==> config.mk <==
export PLATFORM = sky130hd
export DESIGN_NAME = ddr_rx_ctrl
export DESIGN_NICKNAME = d
export VERILOG_FILES = /design/src/rtl/ddr_rx_ctrl.sv
export SDC_FILE = /design/constraint.sdc
export NUM_CORES = 1
export LEC_CHECK = 0
export ABC_AREA = 1
export CAP_MARGIN = 5
export CORE_MARGIN = 2
export CORE_UTILIZATION = 30
export CTS_BUF_LIST = sky130_fd_sc_hd__clkbuf_2 sky130_fd_sc_hd__clkbuf_4 sky130_fd_sc_hd__clkbuf_8
export DETAILED_ROUTE_END_ITERATION = 6
export SLEW_MARGIN = 20
export SYNTH_ARGS = -nofsm -noshare
export SYNTH_HDL_FRONTEND = slang
export SYNTH_SLANG_ARGS = --single-unit
==> constraint.sdc <==
create_clock -name C -period 2.6 [get_ports C]
set_clock_uncertainty 0.2 [all_clocks]
set_input_delay 0.52 -clock C [delete_from_list [all_inputs] [get_ports C]]
set_output_delay 0.52 -clock C [all_outputs]
set_load 0.02 [all_outputs]
==> src/rtl/ddr_rx_ctrl.sv <==
// DDR receive word aligner: flushes, hunts for SYNC_PAT by bit-slipping, locks, then delivers words with a valid/ready handshake.
// Optional drop counter output OVF_CNT is built when DDR_RX_CTRL_OVFCNT_EN is defined.
module ddr_rx_ctrl #(
  parameter int unsigned       WIDTH    = 8,
  parameter logic [WIDTH-1:0]  SYNC_PAT = 8'hA5,
  parameter int unsigned       LOCK_CNT = 4
) (
  input  logic             C,
  input  logic             R,
  input  logic             EN,
  input  logic             Q0,
  input  logic             Q1,
  output logic             CE,
  output logic             CLR,
  output logic [WIDTH-1:0] DOUT,
  output logic             DVALID,
  input  logic             DREADY,
  output logic             LOCKED,
  output logic [3:0]       BIT_OFS,
  output logic             OVF
`ifdef DDR_RX_CTRL_OVFCNT_EN
  ,
  output logic [7:0]       OVF_CNT
`endif
);

  localparam logic [2:0] ST_IDLE  = 3'd0;
  localparam logic [2:0] ST_FLUSH = 3'd1;
  localparam logic [2:0] ST_HUNT  = 3'd2;
  localparam logic [2:0] ST_CHECK = 3'd3;
  localparam logic [2:0] ST_LOCK  = 3'd4;

  localparam logic [3:0] PH_LAST  = 4'(WIDTH / 2 - 1);
  localparam logic [3:0] FL_LAST  = 4'(WIDTH - 1);
  localparam logic [3:0] OFS_LAST = 4'(WIDTH - 1);
  localparam logic [3:0] LOCK_N   = 4'(LOCK_CNT);

  logic [2:0]         state;
  logic [2*WIDTH-1:0] sr;
  logic [3:0]         phase;
  logic [3:0]         flush_cnt;
  logic [3:0]         match_cnt;
  logic [3:0]         bit_ofs;
  logic [WIDTH-1:0]   dout_q;
  logic               dvalid_q;
  logic               ovf_q;
  logic [WIDTH-1:0]   cand;
  logic               strobe;
  logic               hit;
  logic               ce_w;
`ifdef DDR_RX_CTRL_OVFCNT_EN
  logic [7:0]         ovf_cnt_q;
`endif

  always_comb begin
    ce_w   = (state != ST_IDLE);
    strobe = ((state == ST_HUNT) || (state == ST_CHECK) || (state == ST_LOCK)) &&
             (phase == PH_LAST);
    cand   = sr[bit_ofs +: WIDTH];
    hit    = (cand == SYNC_PAT);
  end

  // The pair keeps shifting whenever CE is high, including the edge that leaves for IDLE.
  always_ff @(posedge C) begin
    if (R) begin
      sr <= '0;
    end else if (ce_w) begin
      sr <= {sr[2*WIDTH-3:0], Q0, Q1};
    end
  end

  always_ff @(posedge C) begin
    if (R) begin
      state     <= ST_IDLE;
      phase     <= '0;
      flush_cnt <= '0;
      match_cnt <= '0;
      bit_ofs   <= '0;
      dout_q    <= '0;
      dvalid_q  <= 1'b0;
      ovf_q     <= 1'b0;
`ifdef DDR_RX_CTRL_OVFCNT_EN
      ovf_cnt_q <= '0;
`endif
    end else if (!EN) begin
      state     <= ST_IDLE;
      phase     <= '0;
      flush_cnt <= '0;
      match_cnt <= '0;
      dvalid_q  <= 1'b0;
      ovf_q     <= 1'b0;
`ifdef DDR_RX_CTRL_OVFCNT_EN
      ovf_cnt_q <= '0;
`endif
    end else begin
      case (state)
        ST_IDLE: begin
          state     <= ST_FLUSH;
          flush_cnt <= '0;
          match_cnt <= '0;
          bit_ofs   <= '0;
          phase     <= '0;
        end
        ST_FLUSH: begin
          bit_ofs   <= '0;
          match_cnt <= '0;
          if (flush_cnt == FL_LAST) begin
            state <= ST_HUNT;
            phase <= '0;
          end else begin
            flush_cnt <= flush_cnt + 4'd1;
          end
        end
        ST_HUNT, ST_CHECK, ST_LOCK: begin
          phase <= strobe ? '0 : phase + 4'd1;
          if (strobe) begin
            if (state == ST_LOCK) begin
              if (dvalid_q && !DREADY) begin
                ovf_q <= 1'b1;
`ifdef DDR_RX_CTRL_OVFCNT_EN
                if (ovf_cnt_q != 8'hFF) ovf_cnt_q <= ovf_cnt_q + 8'd1;
`endif
              end else begin
                dout_q   <= cand;
                dvalid_q <= 1'b1;
              end
            end else if (hit) begin
              // match_cnt is always zero in HUNT, so one compare covers both states.
              state     <= (match_cnt + 4'd1 == LOCK_N) ? ST_LOCK : ST_CHECK;
              match_cnt <= match_cnt + 4'd1;
            end else begin
              match_cnt <= '0;
              if (bit_ofs == OFS_LAST) begin
                bit_ofs   <= '0;
                flush_cnt <= '0;
                state     <= ST_FLUSH;
              end else begin
                bit_ofs <= bit_ofs + 4'd1;
                state   <= ST_HUNT;
              end
            end
          end else if ((state == ST_LOCK) && dvalid_q && DREADY) begin
            dvalid_q <= 1'b0;
          end
        end
        default: begin
          state <= ST_IDLE;
        end
      endcase
    end
  end

  assign CE      = ce_w;
  assign CLR     = ~ce_w;
  assign DOUT    = dout_q;
  assign DVALID  = dvalid_q;
  assign LOCKED  = (state == ST_LOCK);
  assign BIT_OFS = bit_ofs;
  assign OVF     = ovf_q;
`ifdef DDR_RX_CTRL_OVFCNT_EN
  assign OVF_CNT = ovf_cnt_q;
`endif

endmodule
==> results of run 1 <==
## layer usage
layer | GRT usage | share of wire
met4 | 0.04636 | 0.018
met2 | 0.2266 | 0.47
met3 | 0.02530 | 0.031
met5 | 0 | 0
met1 | 0.1769 | 0.48
## state kept, by name, indices dropped and copies added (netlist names)
register and flops:
DOUT 8, BIT_OFS 4, phase 4, sr 16, match_cnt 4, OVF 1, DVALID 1, state 3
flush_cnt 4
## power breakdown
part / switching, mW / internal, mW
sequential: 0.0425 / 0.726
clock: 0.240 / 0.299
combinational: 0.248 / 0.138
total: 0.531 / 1.16
## what timing repair did
action | CTS | global route
endpoints found under the setup margin | 0 | 1
gates resized for setup | 0 | 1
setup buffers | 0 | 0
hold endpoints to repair | 0 | 0
## kinds of logic after synthesis
kind of cell	count (synthesis)
AOI/OAI and AO/OA	68
buffers and inverters	58
adders and majority gates	5
and+or+nand+nor	228
DFF	45
xor gates and xnor gates	5
## cell usage after synthesis, types with 2 or more instances
master,number
nand2_1,78
nand3_2,4
nor2_4,3
a21oi_2,4
buf_6,4
a31oi_1,2
inv_2,6
o21ai_0,27
inv_1,37
clkbuf_1,5
buf_2,2
nor2_1,61
nand2_2,16
xnor2_1,2
a21oi_1,20
dfxtp_1,45
nor3_1,6
o211ai_1,5
ha_1,5
nor2_2,2
xor2_1,3
nand3_1,53
o21ai_1,5
## through the flow
step	util	setup WS, ns	instance area (sq um)	cells	total power [mW]
2_1_floorplan	-	0.5471	2738	409	1.073
3_3_place_gp	0.3480	0.3887	3064	534	1.167
3_5_place_dp	0.3480	0.3917	3064	534	1.171
4_1_cts	0.3610	0.04632	3179	542	1.724
5_1_grt	0.3613	0.08568	3182	542	1.808
6_report	0.3613	0.1908	3182	542	1.694
## cell usage in the layout (no fill, tap or decap), types with 4 or more instances in the layout
master,instances
nand3_2,4
ha_1,5
inv_2,6
inv_1,37
o211ai_1,5
nand3_1,53
buf_4,7
a21oi_1,20
o21ai_1,5
nor3_1,6
clkbuf_8,5
nor2_1,60
nand2_2,16
nand2_1,78
dfxtp_1,45
clkdlybuf4s50_1,22
a21oi_2,4
o21ai_0,27
## worst min path at each step
stage,from,to,slack (ns),depth (start not counted)
floorplan,phase[3]$_SDFFE_PP0P_,phase[3]$_SDFFE_PP0P_,0.23,1
finish,OVF$_SDFFE_PP0P_,OVF$_SDFFE_PP0P_,0.27,2
CTS,phase[3]$_SDFFE_PP0P_,phase[3]$_SDFFE_PP0P_,0.28,1
global placement,phase[3]$_SDFFE_PP0P_,phase[3]$_SDFFE_PP0P_,0.25,1
global route,phase[3]$_SDFFE_PP0P_,phase[3]$_SDFFE_PP0P_,0.29,1
detailed placement,phase[3]$_SDFFE_PP0P_,phase[3]$_SDFFE_PP0P_,0.26,1
## critical path, stage by stage (launching register included)
cell and delay [ns]:
dfxtp_1 0.33, nor2_1 0.14, inv_1 0.09, nor2_2 0.19, clkdlybuf4s50_1 0.64
## area by class of cell
class / instances / area, sq um / share of cell area
Tap cell: 108 / 135.1 / 0.04247
Timing Repair Buffer: 30 / 292.8 / 0.09202
Sequential cell: 45 / 900.9 / 0.2831
Clock inverter: 2 / 38.79 / 0.01219
Inverter: 45 / 173.9 / 0.05466
Multi-Input combinational cell: 306 / 1564 / 0.4915
Clock buffer: 6 / 76.32 / 0.02399
==> qor.csv, run 1 <==
stage;metric;value;unit
outcome;status;finished, final reports clean;
synth;Ys Warns;0;
synth;synth top area cells;dfxtp_1 33%, nand2_1 11%, nand3_1 9.7%, nor2_1 8.4%, inv_1 5.1%;
timing;worst hold slack;0.2730;ns
detailed_routing;DR vias;2584;
floorplan;Die Height;99.53;um
final_layout;final-stage net count;444;
synth;asr flop ratio synth;0;
synth;multiplexer share of the synthesized area;0;
clocking;CTS sink cnt;45;
setup_path;Reg2Reg Setup Slack;0.39;ns
clocking;clock tree buffer depth;2;
timing;Fin. Hold Viols;0;
grt;global-route wire length before repair;11.16;mm
timing;final setup fails;0;
synth;Mapped Avg Cell Area;6.693;sq um
timing;max_slew headroom;0.7306;
power_and_ir_drop;maximum vdd drop;0.0002141;V
synth;Mapped Cells;409;
setup_path;Worst Setup Path Type;flop to primary output;
timing;minimum clock period;2.409;ns
grt;initial antenna violation count;0;
place;port bufs;22;
power_and_ir_drop;Pwr Density;532.5;mW/mm^2
synth;simple-gate portion of the synthesized area;0.3857;
place;GP Congestion;0.8569;
final_layout;ANT cells;0;
synth;Synth top area share;0.3291;
timing;RSZ-0062 raised after global routing;false;
clocking;H-tree depth;2;
detailed_routing;antenna-violating nets left;0;
floorplan;core area;0.008806;sq mm
setup_path;Crit Reg-Reg Endpoint;flush_cnt[0]$_SDFFE_PP0P_;
floorplan;Initial Util;0.3109;
floorplan;row cnt;34;
clocking;Skew-Pair Late Insertion Delay;0.30;ns
detailed_routing;DR WL/cell;11.67;um
synth;Netlist Area Pre-Place;0.002738;sq mm
synth;post-synthesis sequential area ratio;0.3291;
synth;Adder-Cell Fraction of Synth Area;0.02285;
synth;main combinational cell family by area after synthesis;simple AND/OR/NAND/NOR gates;
grt;gr usage total;0.1361;
grt;largest net degree at the start of global routing;25;
job;max-cap viol count;0;
final_layout;Fill cells;938;
detailed_routing;DRT Pass-1 Iters;4;
final_layout;share of cells above drive strength 1;0.1406;
synth;Synth Area in Compound Gates;0.1458;
setup_path;reg2reg start;BIT_OFS[2]$_SDFFE_PP0P_;
setup_path;required time worst endpoint;1.88;ns
synth;Yosys cell types;37;
setup_path;crit path max fanout;5;
timing;setup_tns;0;ns
final_layout;area grow syn2layout;16.22;%
setup_path;CP Data Arrival Time;1.69;ns
floorplan;DIE WIDTH;99.53;um
grt;grt ovf;0;
floorplan;DIE AREA;0.009905;sq mm
synth;Yosys reg bits;45;
timing;fin. max-slew vios;0;
place;Post-DP HPWL;4.837;mm
synth;XOR/XNOR Fraction of Synth Area;0.01600;
setup_path;Setup crit end kind;primary output;
detailed_routing;Total Routed Length;6.325;mm
min_path;Hold Crit Class;flop to flop;
floorplan;# IOs;23;
setup_path;CP startpoint;state[0]$_SDFFE_PP0P_;
synth;EDFF count, synth;0;
clocking;Root Driver;clkbuf_8;
setup_path;worst reg2reg path depth;12;
timing;Worst-Margin Slew;0.4036;ns
setup_path;Worst setup endpoint;LOCKED;
synth;Yosys top cell by area;dfxtp_1;
clocking;CTS tree;done;
clocking;clock slew at reported path FFs;0.09;ns
grt;number of global-route vias before repair;2424;
detailed_routing;Via density;4.768;
timing;Period Utilization, post-route;0.9266;
synth;Top FF cell, synth;dfxtp_1;
detailed_routing;DRC viols;0;
clocking;Num CTS Buffers;5;
power_and_ir_drop;Pleak;1.406;nW
clocking;CTS Hold Bufs;0;
detailed_routing;Starting DRT DRC Count;151;
synth;post-synthesis net count;420;
setup_path;Critical Path Start Type;flop;
timing;max frequency;415.1;MHz
(Power assumes the default switching activity.)
==> inputs of run 2 (changes only) <==
--- a/config.mk
+++ b/config.mk
@@ -8,9 +8,10 @@
 export ABC_AREA = 1
 export CAP_MARGIN = 5
 export CORE_MARGIN = 2
-export CORE_UTILIZATION = 30
+export CORE_UTILIZATION = 50
 export CTS_BUF_LIST = sky130_fd_sc_hd__clkbuf_2 sky130_fd_sc_hd__clkbuf_4 sky130_fd_sc_hd__clkbuf_8
 export DETAILED_ROUTE_END_ITERATION = 6
+export PLACE_DENSITY = 0.7
 export SLEW_MARGIN = 20
 export SYNTH_ARGS = -nofsm -noshare
 export SYNTH_HDL_FRONTEND = slang
==> constraint.sdc (replaced) <==
create_clock -name C -period 2.61 [get_ports C]
set_clock_uncertainty 0.2 [all_clocks]
set_input_delay 0.522 -clock C [delete_from_list [all_inputs] [get_ports C]]
set_output_delay 0.522 -clock C [all_outputs]
set_load 0.02 [all_outputs]
==> run 2 against run 1 <==
Compared with the run above: worst setup slack worse by 0.032 ns; first-iteration DRC count up 26%; worst hold slack better by 0.0036 ns; register-to-register slack worse by 0.14 ns; global-route usage up 7.7 points; final cell count down 6.6%; power up 0.50%; critical path type unchanged.
==> qor.csv, run 2 (synthesis gave the netlist of run 1 again) <==
stage;metric;value;unit;change
power_and_ir_drop;Overall Power;1.703;mW;+0.50%
clocking;Num CTS Buffers;5;;unchanged
power_and_ir_drop;Pwr Density;542.0;mW/mm^2;+1.8%
detailed_routing;Starting DRT DRC Count;191;;+26%
timing;Period Utilization, post-route;0.9392;;
clocking;post-CTS setup buffers;0;;unchanged
clocking;CTS Hold Bufs;0;;unchanged
setup_path;Critical Path Start Type;flop;;
place;port bufs;22;;unchanged
final_layout;share of cells above drive strength 1;0.1445;;+0.003942
setup_path;reg2reg start;BIT_OFS[0]$_SDFFE_PP0P_;;
timing;max frequency;408.0;MHz;
final_layout;max reg flops;16;;unchanged
place;post-place setup slack;0.2853;ns;-0.1064 ns
clocking;clock tree buffer depth;2;;unchanged
clocking;post-CTS resize count;0;;unchanged
final_layout;commonest non-fill, non-tap cell in the layout;nand2_1;;
grt;global-route wire length before repair;10.76;mm;-3.6%
clocking;CTS tree;done;;
timing;setup_tns;0;ns;unchanged
outcome;status;finished, final reports clean;;
clocking;clock slew at reported path FFs;0.09;ns;about the same
floorplan;core area;0.005205;sq mm;-41%
clocking;Skew-Pair Late Insertion Delay;0.30;ns;about the same
min_path;Hold Crit Class;flop to flop;;
power_and_ir_drop;Clk network pwr share;0.325;;+0.007
final_layout;Multi-input gate area;0.001564;sq mm;unchanged
setup_path;CP startpoint;state[0]$_SDFFE_PP0P_;;
setup_path;required time worst endpoint;1.89;ns;about the same
min_path;Hold Path Origin;phase[3]$_SDFFE_PP0P_;;
detailed_routing;Total Routed Length;6.085;mm;-3.8%
power_and_ir_drop;Pleak;1.412;nW;+0.43%
grt;gr usage total;0.2135;;+0.07738
grt;grt ovf;0;;unchanged
power_and_ir_drop;Comb pwr share;0.226;;-0.002
power_and_ir_drop;Flop pwr share;0.449;;-0.005
final_layout;most frequent cells in the layout;78 x nand2_1, 60 x nor2_1, 53 x nand3_1, 45 x dfxtp_1, 37 x inv_1;;
clocking;Root Driver;clkbuf_8;;
grt;initial antenna violation count;0;;unchanged
final_layout;ANT cells;0;;unchanged
timing;worst hold slack;0.2767;ns;+0.003631 ns
final_layout;Most flops, register;sr;;
final_layout;register area;900.9;sq um;unchanged
detailed_routing;DR WL/cell;12.03;um;+3.1%
detailed_routing;DR vias;2639;;+2.1%
power_and_ir_drop;sw frac;0.3123;;-0.001060
detailed_routing;antenna-violating nets left;0;;unchanged
final_layout;Fill cells;509;;-46%
setup_path;CP Data Arrival Time;1.73;ns;+0.04 ns
detailed_routing;Via density;5.215;;+9.4%
detailed_routing;DRT Pass-1 Iters;4;;unchanged
timing;fin worst setup slack;0.1587;ns;-0.03208 ns
floorplan;DIE AREA;0.006083;sq mm;-39%
grt;number of global-route vias before repair;2463;;+1.6%
detailed_routing;DRC viols;0;;unchanged
grt;largest net degree at the start of global routing;25;;unchanged
final_layout;area grow syn2layout;14.76;%;
place;GP Congestion;0.9350;;+9.1%
timing;Fin. Hold Viols;0;;unchanged
clocking;H-tree depth;2;;unchanged
setup_path;Worst Setup Path Type;flop to primary output;;
power_and_ir_drop;maximum vdd drop;0.0003426;V;+60%
floorplan;Initial Util;0.5260;;+0.2151
timing;Worst-Margin Slew;0.4064;ns;+0.002765 ns
floorplan;# IOs;23;;unchanged
final_layout;final-stage net count;446;;+0.45%
place;Post-DP HPWL;4.656;mm;-3.7%
job;max-cap viol count;0;;unchanged
clocking;CTS sink cnt;45;;unchanged
timing;max_slew headroom;0.7288;;-0.001845
floorplan;row cnt;26;;-24%
timing;minimum clock period;2.451;ns;
power_and_ir_drop;NetSw;531.7;uW;+0.16%
floorplan;DIE WIDTH;78.00;um;-22%
floorplan;Die Height;78.00;um;-22%
timing;RSZ-0062 raised after global routing;false;;
timing;final setup fails;0;;unchanged
setup_path;Setup crit end kind;primary output;;
power_and_ir_drop;cell internal pwr;1.171;mW;+0.65%
final_layout;fin util;0.6036;;+0.2423
setup_path;crit path max fanout;5;;unchanged
timing;fin. max-slew vios;0;;unchanged
==> run 2: cell count changes in the layout (fill, tap and decap cells not counted) <==
cell,change
buf_4,+3
clkinvlp_4,+1
clkinv_4,-1
clkbuf_8,+1
clkbuf_4,-1
buf_12,-1
==> run 2: worst max-delay path, stage by stage, from the launching register on <==
cell             delay, ns
dfxtp_1               0.33
nor2_1                0.13
inv_1                 0.09
nor2_2                0.22
clkinv_1              0.12
clkdlybuf4s50_1       0.55
==> run 2: final timing paths <==
check                          end  slack (ns)  cells after the start
max reg2reg  state[2]$_SDFFE_PP0P_        0.25                     12
min          phase[3]$_SDFFE_PP0P_        0.28                      1
min reg2reg  phase[3]$_SDFFE_PP0P_        0.28                      1
max                             CE        0.16                      5
==> run 2: through the flow <==
step / cells / cell area (sq um)
after floorplan: 409 / 2738
after global placement: 498 / 3019
after detailed placement: 498 / 3019
after CTS: 506 / 3139
after global routing: 506 / 3142
final: 506 / 3142
==> run 2: power by group through the flow <==
stage / Combinational [mW] / Clock, mW / Sequential (mW)
floorplan: 0.295 / 0 / 0.773
global placement: 0.378 / 0 / 0.780
detailed placement: 0.382 / 0 / 0.780
CTS: 0.383 / 0.565 / 0.764
global route: 0.435 / 0.592 / 0.771
finish: 0.384 / 0.554 / 0.765
==> run 2: per-layer routing <==
layer	share of wire	GRT usage
met1	0.50	0.2952
met2	0.45	0.3517
met3	0.052	0.03256
met4	0.0067	0.04737
met5	0	0
==> run 2: area by class of cell <==
class,count,area share
Tap cell,70,0.02788
Timing Repair Buffer,32,0.09399
Sequential cell,45,0.2867
Clock inverter,2,0.01195
Clock buffer,6,0.02628
Multi-Input combinational cell,306,0.4978
Inverter,45,0.05536
==> inputs of run 3 (changes only) <==
--- a/config.mk
+++ b/config.mk
@@ -6,6 +6,7 @@
 export NUM_CORES = 1
 export LEC_CHECK = 0
 export ABC_AREA = 1
+export ABC_CLOCK_PERIOD_IN_PS = 2610
 export CAP_MARGIN = 5
 export CORE_MARGIN = 2
 export CORE_UTILIZATION = 50
==> results of run 3 <==
Final layout, timing and power as in run 2 (identical DEF).
